$ cat config.mk
export PLATFORM = sky130hd
export DESIGN_NAME = hazard_unit
export DESIGN_NICKNAME = d
export VERILOG_FILES = /design/src/rtl/hazard_unit.sv
export SDC_FILE = /design/constraint.sdc
export NUM_CORES = 1
export LEC_CHECK = 0
export ABC_AREA = 0
export CAP_MARGIN = 10
export CORE_UTILIZATION = 50
export CTS_CLUSTER_DIAMETER = 100
export CTS_CLUSTER_SIZE = 40
export DETAILED_ROUTE_END_ITERATION = 8
export PLACE_DENSITY = 0.87
export SETUP_SLACK_MARGIN = 0.4
export SYNTH_ARGS = -nofsm -noshare
export SYNTH_HDL_FRONTEND = slang
export SYNTH_SLANG_ARGS = --single-unit
$ cat constraint.sdc
create_clock -name clk -period 3.7 [get_ports clk]
set_clock_uncertainty 0.1 [all_clocks]
set_input_delay 0.74 -clock clk [delete_from_list [all_inputs] [get_ports clk]]
set_output_delay 0.74 -clock clk [all_outputs]
set_load 0.005 [all_outputs]
$ cat src/rtl/hazard_unit.sv
// Hazard controller: operand forwarding, load-use stall, branch flush,
// and saturating stall/flush event counters for the 5-stage pipeline.
module hazard_unit #(
  parameter int CNT_WIDTH = 32
) (
  input  logic                 clk,
  input  logic                 reset,
  input  logic [4:0]           Rs1D,
  input  logic [4:0]           Rs2D,
  input  logic [4:0]           RdEO,
  input  logic                 RegWriteE,
  input  logic [1:0]           ResultSrcE,
  input  logic                 PCSrcE,
  output logic                 enableStallF,
  output logic                 enableStallD,
  output logic                 flushD,
  output logic                 resetFlushE,
  output logic [1:0]           ForwardAE,
  output logic [1:0]           ForwardBE,
  output logic [CNT_WIDTH-1:0] stall_count,
  output logic [CNT_WIDTH-1:0] flush_count
);

  localparam logic [CNT_WIDTH-1:0] CNT_ONE = {{(CNT_WIDTH-1){1'b0}}, 1'b1};

  logic [4:0]           rs1e_q, rs1e_d;
  logic [4:0]           rs2e_q, rs2e_d;
  logic [4:0]           rdm_q, rdm_d;
  logic [4:0]           rdw_q, rdw_d;
  logic                 regwm_q, regwm_d;
  logic                 regww_q, regww_d;
  logic [CNT_WIDTH-1:0] stall_cnt_q, stall_cnt_d;
  logic [CNT_WIDTH-1:0] flush_cnt_q, flush_cnt_d;
  logic                 lw_stall;

  // M-stage match wins over W; x0 is hardwired and never forwarded.
  function automatic logic [1:0] fwd_sel(
    input logic [4:0] rs,
    input logic [4:0] rdm,
    input logic       regwm,
    input logic [4:0] rdw,
    input logic       regww
  );
    logic [1:0] sel;
    sel = 2'b00;
    if (rs != 5'd0 && rs == rdm && regwm)
      sel = 2'b10;
    else if (rs != 5'd0 && rs == rdw && regww)
      sel = 2'b01;
    return sel;
  endfunction

  always_comb begin
    lw_stall = (ResultSrcE == 2'b01) && (RdEO != 5'd0)
               && (Rs1D == RdEO || Rs2D == RdEO) && !PCSrcE;

    enableStallF = !lw_stall && !reset;
    enableStallD = !lw_stall && !reset;
    flushD       = PCSrcE || reset;
    resetFlushE  = lw_stall || PCSrcE || reset;

    ForwardAE = fwd_sel(rs1e_q, rdm_q, regwm_q, rdw_q, regww_q);
    ForwardBE = fwd_sel(rs2e_q, rdm_q, regwm_q, rdw_q, regww_q);

    rdm_d   = RdEO;
    regwm_d = RegWriteE;
    rdw_d   = rdm_q;
    regww_d = regwm_q;
    rs1e_d  = resetFlushE ? 5'd0 : Rs1D;
    rs2e_d  = resetFlushE ? 5'd0 : Rs2D;

    stall_cnt_d = stall_cnt_q;
    if (lw_stall && !(&stall_cnt_q))
      stall_cnt_d = stall_cnt_q + CNT_ONE;

    flush_cnt_d = flush_cnt_q;
    if (PCSrcE && !(&flush_cnt_q))
      flush_cnt_d = flush_cnt_q + CNT_ONE;
  end

  always_ff @(posedge clk) begin
    if (reset) begin
      rs1e_q      <= 5'd0;
      rs2e_q      <= 5'd0;
      rdm_q       <= 5'd0;
      rdw_q       <= 5'd0;
      regwm_q     <= 1'b0;
      regww_q     <= 1'b0;
      stall_cnt_q <= '0;
      flush_cnt_q <= '0;
    end else begin
      rs1e_q      <= rs1e_d;
      rs2e_q      <= rs2e_d;
      rdm_q       <= rdm_d;
      rdw_q       <= rdw_d;
      regwm_q     <= regwm_d;
      regww_q     <= regww_d;
      stall_cnt_q <= stall_cnt_d;
      flush_cnt_q <= flush_cnt_d;
    end
  end

  assign stall_count = stall_cnt_q;
  assign flush_count = flush_cnt_q;

endmodule

==> reports/results.tsv <==
metric	value	unit
post-synthesis cell area	4285	sq um
hold_buf cts	0	
routed len/inst	15.32	microns
slew margin rel.	41.23	%
Post-DRT Antenna Nets	0	
Seq cells post-synth	86	
clock latency on the worst-skew pair	0.35	ns
Fin. Hold Viols	0	
router iterations before antenna repair	5	
Post-synth EDFFs	0	
Synth cell types	55	
Layout area overhead	28.06	%
Mapped Cells	487	
CTS Buffer Depth	2	
post-synthesis simple-gate area fraction	32.79	%
initial antenna violation count	0	
global placement routability congestion	0.9775	
prevailing post-synth register cell	dfxtp_1	
Adder-Cell Fraction of Synth Area	0.5839	%
worst path bufs/invs	3	
slowest stage cell, crit path	clkdlybuf4s50_1	
Final Max Slew Viols	0	
# clock sinks	86	
vias per cell	5.683	
power per cell area	312.5	nW/um^2
GRT Overall Usage	24.83	%
reg-to-reg slack, setup	1.03	ns
ANT cells	0	
syn_area_per_cell	8.800	sq um
root buf cell	clkbuf_8	
xor/xnor share of the synthesized area	11.24	%
Worst Hold Class	flip-flop to flip-flop	
CTS tree	done	
Critical Path Max Stage Delay	0.49	ns
Post-Syn Nets	510	
WS Path Type	input pin to output port	
die width	94.58	microns
CP max FO	2	
boundary pin count	93	
TNS Setup	0	ns
Data arrival, critical path	2.38	ns
Row Count	33	
final setup vio count	0	
Crit. End Element	output port	
YS warnings	0	
Core Area	8258	sq um
Iteration-0 DRC Markers	204	
total congestion overflow	0	
first-pass GRT wire length	17.46	mm
largest net degree at the start of global routing	89	
RSZ-0062 raised after global routing	false	
Worst path top cell family by delay	buffers and inverters	
highest clock rate	310.6	MHz
top cell type's share of synthesized area	40.18	%
Lkg Pwr	1.870	nW
cell mode on critical path	clkdlybuf4s50_1	
Least-Margin Pin Slew	0.8816	ns
period utilization	87.01	%
Num CTS Buffers	9	
nets@finish	602	
largest family of logic cells by synthesized area	simple AND/OR/NAND/NOR gates	
multiplexer area fraction after synthesis	2.423	%
Worst EP required	2.86	ns
CTS clk-pin slew, worst paths	0.08	ns
status	completed	
vias in the first global route	3747	
H-tree depth	3	
max cap viols	0	
total power draw	0.001715	W
post-synthesis async set-or-reset flop share	0	%
Worst Setup Start Kind	input pin	
die height	94.58	microns
crit-path cells	clkdlybuf4s50_1 > xnor2_1 > nand3_1 > o22ai_4 > a21oi_2 > inv_1 > clkdlybuf4s50_1	
sequential share of the synthesized area	40.18	%
post-DP HPWL	7.496	mm
minimum clock period	3.219	ns
share of cells above drive strength 1	8.405	%
total wire length	10.54	mm
Die Footprint	8945	sq um
initial core utilization	51.89	%
Area contributors post-synth	dfxtp_1, xnor2_1, nor2_1, a21oi_1, nand3_1	
via count	3910	
port buffer count	92	
largest area contributor in the netlist	dfxtp_1	
compound-gate portion of the synthesized area	10.10	%
DRC Markers	0	
VDD IR max	0.2083	mV
## sequential cells by signal (all words and copies together), names as in the netlist
name and count:
flush_count 32, rdm_q 5, rdw_q 5, regwm_q 1
regww_q 1, rs1e_q 5, rs2e_q 5, stall_count 32
## cells by family (layout without fill, tap and decap cells)
family                     count (synthesis)  after routing
muxes                                      9              9
AOI/OAI and AO/OA                         68             68
xor gates and xnor gates                  55             55
adders and majority gates                  2              2
buffers and inverters                     26            122
DFF                                       86             86
and+or+nand+nor                          241            241
## worst reg2reg max path: stages (launching register included)
cell,delay (ns)
dfxtp_1,0.45
ha_1,0.27
nand4_1,0.22
nor2_1,0.48
nand3_1,0.18
and3_1,0.36
nand4_1,0.17
mux2_2,0.33
## Yosys cell counts, types with 3 or more instances
library cell / number
xor2_1: 16
nor2b_1: 22
or4_1: 6
buf_1: 3
mux2_2: 7
clkbuf_1: 10
o21ai_0: 23
and3_1: 8
and4_1: 10
dfxtp_1: 86
nand4_1: 23
or3_1: 23
a21oi_1: 31
xnor2_1: 39
nand3_1: 30
and2_1: 12
nor2_1: 50
nor3_1: 6
nand2_1: 26
inv_1: 8
nor4_1: 7
## stage by stage
stage	hold WS [ns]	utilization (%)	std cells	area [sq um]	setup slack (ns)
floorplan	0.3594	-	487	4285	0.7980
global placement	0.3827	64.00	671	5285	0.1746
detailed placement	0.3892	64.00	671	5285	0.05770
CTS	0.4028	66.32	687	5477	0.4301
global route	0.4165	66.45	688	5488	0.3984
finish	0.4031	66.45	688	5488	0.4806
## cell type report
cell class                 instances  area (sq um)
inverter                           8         30.03
timing repair buffer              99         959.7
multi-input combinational        375          2462
tap                              105         131.4
clock buffer                      14         152.6
fill                             647          2770
clock inverter                     1         30.03
sequential                        86          1722
## routing by layer
| metal | wire, microns | global-route usage (%) | vias up | part of all wire (%) |
|---|---|---|---|---|
| li1 | - | - | 1917 | - |
| met1 | 4696 | 31.71 | 1878 | 45 |
| met2 | 4989 | 40.70 | 96 | 47 |
| met3 | 616 | 5.072 | 19 | 5.8 |
| met4 | 240 | 10.35 | 0 | 2.3 |
| met5 | 0 | 0 | - | 0 |
## repair_timing
item | 4_1_cts | 5_1_grt
setup endpoints to repair | 3 | 2
resized for setup | 11 | 1
pin swaps | 1 | 3
buffers inserted | 1 | 1
gates cloned | 0 | 0
## report_power, final
group / internal [W] / leakage [nW] / switching, W
clock network: 0.000329 / 0.0908 / 0.000302
registers: 0.000938 / 0.697 / 0.0000149
logic: 0.0000663 / 1.08 / 0.0000652
total: 0.00133 / 1.87 / 0.000382
## final timing paths
check | startpoint | end | depth (start not counted)
setup / recovery | Rs1D[4] | resetFlushE | 7
setup reg to reg | stall_count[0]$_SDFFE_PP0P_ | stall_count[6]$_SDFFE_PP0P_ | 7
hold / removal | flush_count[23]$_SDFFE_PP0P_ | flush_count[23]$_SDFFE_PP0P_ | 2
hold reg to reg | flush_count[23]$_SDFFE_PP0P_ | flush_count[23]$_SDFFE_PP0P_ | 2
## cells in the final DEF (no fill, tap or decap), types with 2 or more instances in the layout
master / instances
and3_1: 8
dlygate4sd2_1: 7
inv_1: 8
nor3_1: 5
o31ai_1: 2
nand4_1: 23
nor2b_1: 22
nor4_1: 7
or4_1: 6
xnor2_1: 39
o21ai_0: 23
nor2_1: 49
or3_1: 23
mux2_2: 7
nand2b_1: 2
or2_2: 2
and2_1: 11
nand3_1: 30
xor2_1: 16
o31ai_4: 2
buf_4: 7
ha_1: 2
clkbuf_1: 4
clkdlybuf4s50_1: 84
a31o_2: 2
a21oi_1: 30
nand2_1: 26
and4_1: 10
clkbuf_8: 10
dfxtp_1: 86
Power figures use the tool's default switching activity.
